--- src/rtl/aes_uart_block_assembler_pkg.sv ---
`default_nettype none
// ============================================================================
// Module   : aes_uart_pkg
// Purpose  : Shared state encoding, command bytes and error codes for the
//            UART-to-AES block assembler.
// Revision : 1.0
// ============================================================================
package aes_uart_pkg;

  typedef enum logic [1:0] {
    ST_IDLE   = 2'd0,
    ST_RX_KEY = 2'd1,
    ST_RX_BLK = 2'd2,
    ST_HOLD   = 2'd3
  } state_e;

  localparam logic [7:0] CMD_KEY_DEFAULT = 8'h4B;
  localparam logic [7:0] CMD_ENC_DEFAULT = 8'h45;
  localparam logic [7:0] CMD_DEC_DEFAULT = 8'h44;

  localparam logic [1:0] ERR_BAD_CMD = 2'b00;
  localparam logic [1:0] ERR_NO_KEY  = 2'b01;
  localparam logic [1:0] ERR_TIMEOUT = 2'b10;
  localparam logic [1:0] ERR_OVERRUN = 2'b11;

  localparam int unsigned BLK_BYTES = 16;

endpackage
`default_nettype wire

--- src/rtl/aes_uart_block_assembler_timer.sv ---
`default_nettype none
// ============================================================================
// Module   : uart_idle_timer
// Purpose  : Inter-byte idle counter; expire strobes when the count reaches
//            TIMEOUT_CYCLES-1 while enabled and not being cleared.
// Revision : 1.0
// ============================================================================
module uart_idle_timer #(
  parameter int unsigned TIMEOUT_CYCLES = 104160
) (
  input  logic clk,
  input  logic rst_n,
  input  logic clear,
  input  logic en,
  output logic expire
);

  localparam int unsigned CNT_W = (TIMEOUT_CYCLES > 2) ? $clog2(TIMEOUT_CYCLES) : 1;
  localparam logic [CNT_W-1:0] CNT_LAST = CNT_W'(TIMEOUT_CYCLES - 1);

  logic [CNT_W-1:0] cnt_q;
  logic [CNT_W-1:0] cnt_d;

  // Clear has priority so a byte arriving on the expiry cycle suppresses it.
  assign expire = en & ~clear & (cnt_q == CNT_LAST);

  always_comb begin
    cnt_d = cnt_q;
    if (clear) begin
      cnt_d = '0;
    end else if (en && !expire) begin
      cnt_d = cnt_q + CNT_W'(1);
    end
  end

  always_ff @(posedge clk or negedge rst_n) begin
    if (!rst_n) begin
      cnt_q <= '0;
    end else begin
      cnt_q <= cnt_d;
    end
  end

endmodule
`default_nettype wire

--- src/rtl/aes_uart_block_assembler.sv ---
`default_nettype none
// ============================================================================
// Module   : aes_uart_block_assembler
// Purpose  : Frames UART bytes into 'K' key loads and 'E'/'D' AES blocks,
//            presented through a valid/ready handshake with error reporting.
// Revision : 1.0
// ============================================================================
module aes_uart_block_assembler
  import aes_uart_pkg::*;
#(
  parameter int unsigned TIMEOUT_CYCLES = 104160,
  parameter logic [7:0]  CMD_KEY        = CMD_KEY_DEFAULT,
  parameter logic [7:0]  CMD_ENC        = CMD_ENC_DEFAULT,
  parameter logic [7:0]  CMD_DEC        = CMD_DEC_DEFAULT
) (
  input  logic         clk,
  input  logic         rst_n,
  input  logic [7:0]   rx_byte,
  input  logic         rx_ready,
  output logic [127:0] key_out,
  output logic         key_valid,
  output logic [127:0] blk_data,
  output logic         blk_encrypt,
  output logic         blk_valid,
  input  logic         blk_ready,
  output logic         err_pulse,
  output logic [1:0]   err_code,
  output logic         busy
);

  localparam logic [3:0] LAST_BYTE = 4'(BLK_BYTES - 1);

  state_e         state_q, state_d;
  logic [127:0]   sr_q, sr_d;
  logic [3:0]     cnt_q, cnt_d;
  logic [127:0]   key_q, key_d;
  logic           key_valid_q, key_valid_d;
  logic [127:0]   blk_q, blk_d;
  logic           blk_enc_q, blk_enc_d;
  logic           blk_valid_q, blk_valid_d;
  logic           mode_enc_q, mode_enc_d;
  logic           err_pulse_q, err_pulse_d;
  logic [1:0]     err_code_q, err_code_d;

  logic           in_rx;
  logic           tmr_clear;
  logic           tmr_expire;
  logic [127:0]   sr_shift;

  assign in_rx     = (state_q == ST_RX_KEY) || (state_q == ST_RX_BLK);
  assign tmr_clear = !in_rx || rx_ready;
  assign sr_shift  = {sr_q[119:0], rx_byte};

  uart_idle_timer #(
    .TIMEOUT_CYCLES(TIMEOUT_CYCLES)
  ) u_idle_timer (
    .clk   (clk),
    .rst_n (rst_n),
    .clear (tmr_clear),
    .en    (in_rx),
    .expire(tmr_expire)
  );

  always_comb begin
    state_d     = state_q;
    sr_d        = sr_q;
    cnt_d       = cnt_q;
    key_d       = key_q;
    key_valid_d = key_valid_q;
    blk_d       = blk_q;
    blk_enc_d   = blk_enc_q;
    blk_valid_d = blk_valid_q;
    mode_enc_d  = mode_enc_q;
    err_pulse_d = 1'b0;
    err_code_d  = err_code_q;

    case (state_q)
      ST_IDLE: begin
        if (rx_ready) begin
          cnt_d = '0;
          if (rx_byte == CMD_KEY) begin
            state_d = ST_RX_KEY;
          end else if (rx_byte == CMD_ENC || rx_byte == CMD_DEC) begin
            if (key_valid_q) begin
              state_d    = ST_RX_BLK;
              mode_enc_d = (rx_byte == CMD_ENC);
            end else begin
              err_pulse_d = 1'b1;
              err_code_d  = ERR_NO_KEY;
            end
          end else begin
            err_pulse_d = 1'b1;
            err_code_d  = ERR_BAD_CMD;
          end
        end
      end

      ST_RX_KEY, ST_RX_BLK: begin
        if (rx_ready) begin
          sr_d  = sr_shift;
          cnt_d = cnt_q + 4'd1;
          if (cnt_q == LAST_BYTE) begin
            if (state_q == ST_RX_KEY) begin
              key_d       = sr_shift;
              key_valid_d = 1'b1;
              state_d     = ST_IDLE;
            end else begin
              blk_d       = sr_shift;
              blk_enc_d   = mode_enc_q;
              blk_valid_d = 1'b1;
              state_d     = ST_HOLD;
            end
          end
        end else if (tmr_expire) begin
          // Partial payload is abandoned; key_out is only written on completion.
          state_d     = ST_IDLE;
          cnt_d       = '0;
          err_pulse_d = 1'b1;
          err_code_d  = ERR_TIMEOUT;
        end
      end

      ST_HOLD: begin
        if (rx_ready) begin
          err_pulse_d = 1'b1;
          err_code_d  = ERR_OVERRUN;
        end
        if (blk_ready) begin
          blk_valid_d = 1'b0;
          state_d     = ST_IDLE;
        end
      end

      default: state_d = ST_IDLE;
    endcase
  end

  always_ff @(posedge clk or negedge rst_n) begin
    if (!rst_n) begin
      state_q     <= ST_IDLE;
      sr_q        <= '0;
      cnt_q       <= '0;
      key_q       <= '0;
      key_valid_q <= 1'b0;
      blk_q       <= '0;
      blk_enc_q   <= 1'b0;
      blk_valid_q <= 1'b0;
      mode_enc_q  <= 1'b0;
      err_pulse_q <= 1'b0;
      err_code_q  <= 2'b00;
    end else begin
      state_q     <= state_d;
      sr_q        <= sr_d;
      cnt_q       <= cnt_d;
      key_q       <= key_d;
      key_valid_q <= key_valid_d;
      blk_q       <= blk_d;
      blk_enc_q   <= blk_enc_d;
      blk_valid_q <= blk_valid_d;
      mode_enc_q  <= mode_enc_d;
      err_pulse_q <= err_pulse_d;
      err_code_q  <= err_code_d;
    end
  end

  assign key_out     = key_q;
  assign key_valid   = key_valid_q;
  assign blk_data    = blk_q;
  assign blk_encrypt = blk_enc_q;
  assign blk_valid   = blk_valid_q;
  assign err_pulse   = err_pulse_q;
  assign err_code    = err_code_q;
  assign busy        = (state_q != ST_IDLE);

endmodule
`default_nettype wire

--- config.mk ---
export PLATFORM = sky130hd
export DESIGN_NAME = aes_uart_block_assembler
export DESIGN_NICKNAME = d
export VERILOG_FILES = /design/src/rtl/aes_uart_block_assembler_pkg.sv /design/src/rtl/aes_uart_block_assembler_timer.sv /design/src/rtl/aes_uart_block_assembler.sv
export SDC_FILE = /design/constraint.sdc
export NUM_CORES = 1
export LEC_CHECK = 0
export BUFFER_PORTS_ARGS = -buffer_cell sky130_fd_sc_hd__buf_2
export CORE_MARGIN = 3
export CORE_UTILIZATION = 30
export DETAILED_ROUTE_END_ITERATION = 16
export GPL_ROUTABILITY_DRIVEN = 0
export PLACE_DENSITY = 0.56
export SLEW_MARGIN = 20
export SYNTH_ARGS = -nofsm -noshare
export SYNTH_HDL_FRONTEND = slang
export SYNTH_SLANG_ARGS = --single-unit
--- constraint.sdc ---
create_clock -name clk -period 2.3 [get_ports clk]
set_clock_uncertainty 0.1 [all_clocks]
set_input_delay 0.575 -clock clk [delete_from_list [all_inputs] [get_ports clk]]
set_output_delay 0.575 -clock clk [all_outputs]
set_load 0.005 [all_outputs]
==> results of run 1 <==
==> logic make-up after synthesis <==
group	Yosys count
DFF	406
muxes	382
and+or+nand+nor	73
buffers and inverters	52
AOI/OAI and AO/OA	30
xor gates and xnor gates	13
adders and majority gates	5
==> layout by cell type, fill, tap and decap left out, types with 10 or more instances in the layout <==
| master | count |
|---|---|
| clkbuf_16 | 46 |
| buf_12 | 17 |
| dfrtp_1 | 406 |
| mux2_2 | 379 |
| buf_2 | 273 |
| clkbuf_8 | 10 |
| nand2_1 | 15 |
| nor2_1 | 16 |
| clkbuf_1 | 14 |
| buf_4 | 20 |
==> layout make-up <==
class	instances	area (sq um)	share of cell area, %
Sequential cell	406	10200	52.2
Inverter	5	18.8	0.0964
Tap cell	672	841	4.32
Timing Repair Buffer	312	1880	9.67
Antenna cell	1	2.50	0.0129
Multi-Input combinational cell	503	5110	26.2
Clock inverter	12	114	0.585
Clock buffer	70	1340	6.89
==> critical path: stages, from the launching register on <==
cell     delay (ns)
dfrtp_1        0.38
inv_1          0.09
ha_4           0.27
and2_4         0.18
nand2_1        0.09
nor2_4         0.17
buf_4          0.38
mux2_2         0.38
==> routing by layer <==
layer	track usage, %	up-vias	wire length [um]
met1	18.5	4654	16800
met2	20.9	212	16600
met5	0	-	13
met4	3.50	2	591
met3	4.16	41	2700
li1	-	4050	-
==> power by group <==
part,internal (mW),switching (mW),total [mW]
Combinational,1.79,1.29,3.08
Clock,4.14,2.83,6.97
Sequential,8.29,1.29,9.58
==> worst paths after layout <==
path | to | slack (ns) | depth (start not counted)
worst max register to register | blk_data[18]$_DFFE_PN0P_ | 0.13 | 7
worst min register to register | mode_enc_q$_DFFE_PN0P_ | 0.40 | 2
max in group asynchronous | u_idle_timer.cnt_q[4]$_DFFE_PN0P_ | 0.99 | 3
worst min-delay path | key_out[6]$_DFFE_PN0P_ | 0.23 | 2
worst max-delay path | blk_data[18]$_DFFE_PN0P_ | 0.13 | 7
min in group asynchronous | sr_q[77]$_DFFE_PN0P_ | 0.45 | 2
==> timing repair <==
item | 4_1_cts | 5_1_grt
buffers inserted | 0 | 1
hold buffers | 1 | 0
endpoints found under the setup margin | 1 | 1
hold endpoints to repair | 26 | 0
pin swaps | 0 | 1
resized for setup | 2 | 1
==> sequential cells by signal (all words and copies together) (netlist names), 2 cells and up <==
signal / count
err_code: 2
key_out: 128
blk_data: 128
state_q: 2
u_idle_timer.cnt_q: 17
sr_q: 120
cnt_q: 4
==> results.ini, run 1 <==
[die]
core_area_sq_um = 50600
initial_core_util_pct = 30.6
boundaryPins = 275
fp.dieH_um = 233
die_w_um = 233
dieArea_sq_um = 54400
std_cell_rows = 82

[synth]
synth_cells = 961
synth-simple-area-share_pct = 2.61
yosys-top-cells-count = dfrtp_1, mux2_2, buf_2
synthXorXnorAreaFrac_pct = 0.735
yosysMostFrequentCell = dfrtp_1
postSynth.asyncResetShare_pct = 100
synth_compound_area_share_pct = 1.27
syn_area_sq_um = 15500
yosys_warnings = 0
ys_ff_latch = 406
synth_top_area_share_pct = 65.6
synth_nets = 978
synth_fa_ha_area_share_pct = 0.404
ys_seq_area_share_pct = 65.6
synth_largest_area_cell = dfrtp_1
avgSynthCellArea_sq_um = 16.1
synth_top_family_by_area = multiplexers
synthMuxAreaShare_pct = 27.8
yosysUniqueCellTypes = 42
synth_edf_count = 0
synth_area_leaders = dfrtp_1, mux2_2, buf_2
synth_ff_type = dfrtp_1

[sta]
max_freq_ghz = 0.461
tightest_slew_ns = 0.440
finalSetupViolCount = 0
rsz0062_at_grt = no
slew_headroom_pct = 70.6
hold-worst-slack_ns = 0.230
final.setup.worst_slack_ns = 0.129
tns_ns = 0
finalHoldViolations = 0
min_period_ns = 2.17
fin_crit_sh_pct = 94.4
final_max_slew_viol_count = 0

[worst_setup_path]
crit_arrival_ns = 2.50
endpoint_kind = flip-flop
crit_start = state_q[0]$_DFFE_PN0P_
critPathLaunchType = flip-flop
crit_type = flip-flop to flip-flop
cp_max_fo = 26
timing.rr.start = state_q[0]$_DFFE_PN0P_
required_ns = 2.63

[power_and_ir_drop]
ir_drop_uv = 507
p_leak_nw = 10.1
power_density_nw_per_um2 = 1010
total_power_mw = 19.6

[grt]
grt_use_total_pct = 13.5
grt_pass1_vias = 9332
overflow = 0
antenna_found_initial = 2
grt_pass1_wl_um = 57300
grt_max_degree = 66

[drt]
drc = 0
drt-wirelength-per-cell_um = 18.5
ant_nets = 0
via_per_inst = 4.52
drt-initial-drc-count = 349
first_pass_iters = 4
route.vias.total = 8959
drt_wl_total_um = 36700

[finish]
drive_gt1_share_pct = 58.9
fin_nets = 1290
final_cells = 1981
synthToLayoutAreaGrowth_pct = 25.7
design_area_sq_um = 19500
nFillCells = 4780
final_util_pct = 38.5

[clock_network]
numCtsBuffers = 45
cts-root-buf = clkbuf_16
path_clk_slew_ns = 0.06
insertion_delay_ns = 0.55
clock_sink_count = 406
htree_levels = 2
cts_tree = done
clockBufferDepth = 3

[place]
dp.cells = 1896
placed_area_sq_um = 18000
place_hpwl_um = 25000
port_buffers = 274
dp_worst_setup_slack_ns = 0.0900

[status]
status = finished, final reports clean

[flow_run]
drv_cap = 0

[worst_hold_path]
hold_class = input port to flip-flop
worstHoldStart = rx_byte[6]

(Power assumes the default switching activity.)
==> run 2, diff against run 1 <==
--- a/config.mk
+++ b/config.mk
@@ -5,12 +5,12 @@
 export SDC_FILE = /design/constraint.sdc
 export NUM_CORES = 1
 export LEC_CHECK = 0
-export BUFFER_PORTS_ARGS = -buffer_cell sky130_fd_sc_hd__buf_2
 export CORE_MARGIN = 3
-export CORE_UTILIZATION = 30
+export CORE_UTILIZATION = 45
 export DETAILED_ROUTE_END_ITERATION = 16
+export DONT_BUFFER_PORTS = 1
 export GPL_ROUTABILITY_DRIVEN = 0
-export PLACE_DENSITY = 0.56
+export PLACE_DENSITY = 0.68
 export SLEW_MARGIN = 20
 export SYNTH_ARGS = -nofsm -noshare
 export SYNTH_HDL_FRONTEND = slang
==> run 2 against run 1 <==
Net effect: the run now ends with hold timing left; clock power fell by 7.7%; first-iteration DRC count rose by 13%; design area fell by 11%; largest power group unchanged.
==> results.ini, run 2 (synthesis gave the netlist of run 1 again) <==
[die]
initial_core_util_pct = 45.9  ; +15 points
core_area_sq_um = 33700  ; -33%
fp.dieH_um = 191  ; -18%
die_w_um = 191  ; -18%
dieArea_sq_um = 36700  ; -33%
boundaryPins = 275  ; unchanged
std_cell_rows = 67  ; -18%

[clock_network]
cts-root-buf = clkbuf_16
clockBufferDepth = 3  ; unchanged
numCtsBuffers = 41  ; -8.9%
path_clk_slew_ns = 0.06  ; about the same
cts_setup_buffers = 0  ; unchanged
htree_levels = 2  ; unchanged
cts_resized = 0  ; -2
insertion_delay_ns = 0.52  ; -0.03 ns
clock_sink_count = 406  ; unchanged
cts_tree = done

[drt]
drt_wl_total_um = 31600  ; -14%
drt-wirelength-per-cell_um = 21.9  ; +18%
ant_nets = 0  ; unchanged
drt-initial-drc-count = 395  ; +13%
via_per_inst = 5.41  ; +20%
route.vias.total = 7819  ; -13%
drc = 0  ; unchanged
first_pass_iters = 4  ; unchanged

[sta]
final_max_slew_viol_count = 0  ; unchanged
fin_crit_sh_pct = 96.2  ; +1.8 points
tightest_slew_ns = 0.584  ; +0.144 ns
finalSetupViolCount = 0  ; unchanged
hold-worst-slack_ns = -0.334  ; -0.564 ns
min_period_ns = 2.21  ; +0.0424 ns
finalHoldViolations = 406  ; +406
rsz0062_at_grt = no
tns_ns = 0  ; unchanged
slew_headroom_pct = 61.1  ; -9.5 points
max_freq_ghz = 0.452  ; -1.9%

[finish]
synthToLayoutAreaGrowth_pct = 11.8
final_cells = 1446  ; -27%
nFillCells = 2812  ; -41%
mostFrequentLayoutCells = dfrtp_1, mux2_2, clkbuf_16
drive_gt1_share_pct = 46.2  ; -13 points
fin_nets = 987  ; -23%
diodes = 0  ; -1
final_common_cell = dfrtp_1

[status]
status = finished with violations
violations = hold timing

[worst_setup_path]
endpoint_kind = flip-flop
critPathLaunchType = flip-flop
crit_type = flip-flop to flip-flop
required_ns = 2.60  ; -0.03 ns
cp_max_fo = 68  ; +160%
crit_arrival_ns = 2.51  ; about the same

[grt]
grt_pass1_vias = 8241  ; -12%
grt_max_degree = 407  ; +520%
overflow = 0  ; unchanged
antenna_found_initial = 0  ; -2
grt_use_total_pct = 17.1  ; +3.6 points
grt_pass1_wl_um = 49600  ; -13%

[flow_run]
drv_cap = 0  ; unchanged

[power_and_ir_drop]
power_density_nw_per_um2 = 1080  ; +7.5%
ir_drop_uv = 702  ; +38%
p_leak_nw = 8.39  ; -17%

[place]
port_buffers = 0  ; -100%
dp.cells = 1375  ; -27%
place_hpwl_um = 20100  ; -20%

[worst_hold_path]
hold_class = input port to asynchronous set/reset pin

[run 2: power breakdown]
part | total, mW | internal (mW) | switching [mW]
Clock | 6.43 | 3.79 | 2.64
Combinational | 2.76 | 1.69 | 1.07
Sequential | 9.57 | 8.29 | 1.28
[run 2: layout make-up]
cell class                      count  area (sq um)  share of cell area, %
Sequential cell                   406         10200                   58.7
Multi-Input combinational cell    503          5090                   29.4
Clock buffer                       63          1230                   7.11
Tap cell                          448           561                   3.24
Timing Repair Buffer               13           173                  0.998
Clock inverter                      8          71.3                  0.412
Inverter                            5          18.8                  0.108
[run 2: routing by layer]
metal	global-route usage (%)	routed length (um)
met1	22.9	13600
met2	25.9	14200
met3	7.41	3290
met4	3.81	563
met5	0	0
[run 2: path summary, 6_finish.rpt]
check | from | to | slack [ns] | cells past startpoint
worst max-delay path | state_q[1]$_DFFE_PN0P_ | key_out[62]$_DFFE_PN0P_ | 0.09 | 6
worst min-delay path | rst_n | key_out[62]$_DFFE_PN0P_ | -0.33 | 0
worst max register to register | state_q[1]$_DFFE_PN0P_ | key_out[62]$_DFFE_PN0P_ | 0.09 | 6
worst min register to register | mode_enc_q$_DFFE_PN0P_ | mode_enc_q$_DFFE_PN0P_ | 0.40 | 2
max in group asynchronous | rst_n | err_code[1]$_DFFE_PN0P_ | 1.94 | 0
min in group clk | rx_ready | err_pulse$_DFF_PN0_ | 0.05 | 1
[run 2: critical path, stage by stage (launching register included)]
cell and delay (ns):
dfrtp_1 0.38, inv_1 0.08, ha_1 0.29, and2_4 0.19
and3_4 0.23, buf_12 0.30, mux2_2 0.39
[run 2: stage by stage]
step	power, mW	setup slack [ns]	utilization [%]	hold slack [ns]	area [sq um]
global route	19.7	0.0101	51.4	-0.371	17300
global placement	12.4	0.163	47.5	0.189	16000
detailed placement	12.5	0.109	47.5	0.193	16000
finish	18.8	0.0866	51.4	-0.334	17300
CTS	19.0	0.0949	51.4	-0.363	17300
floorplan	11.4	0.123	-	0.179	15500
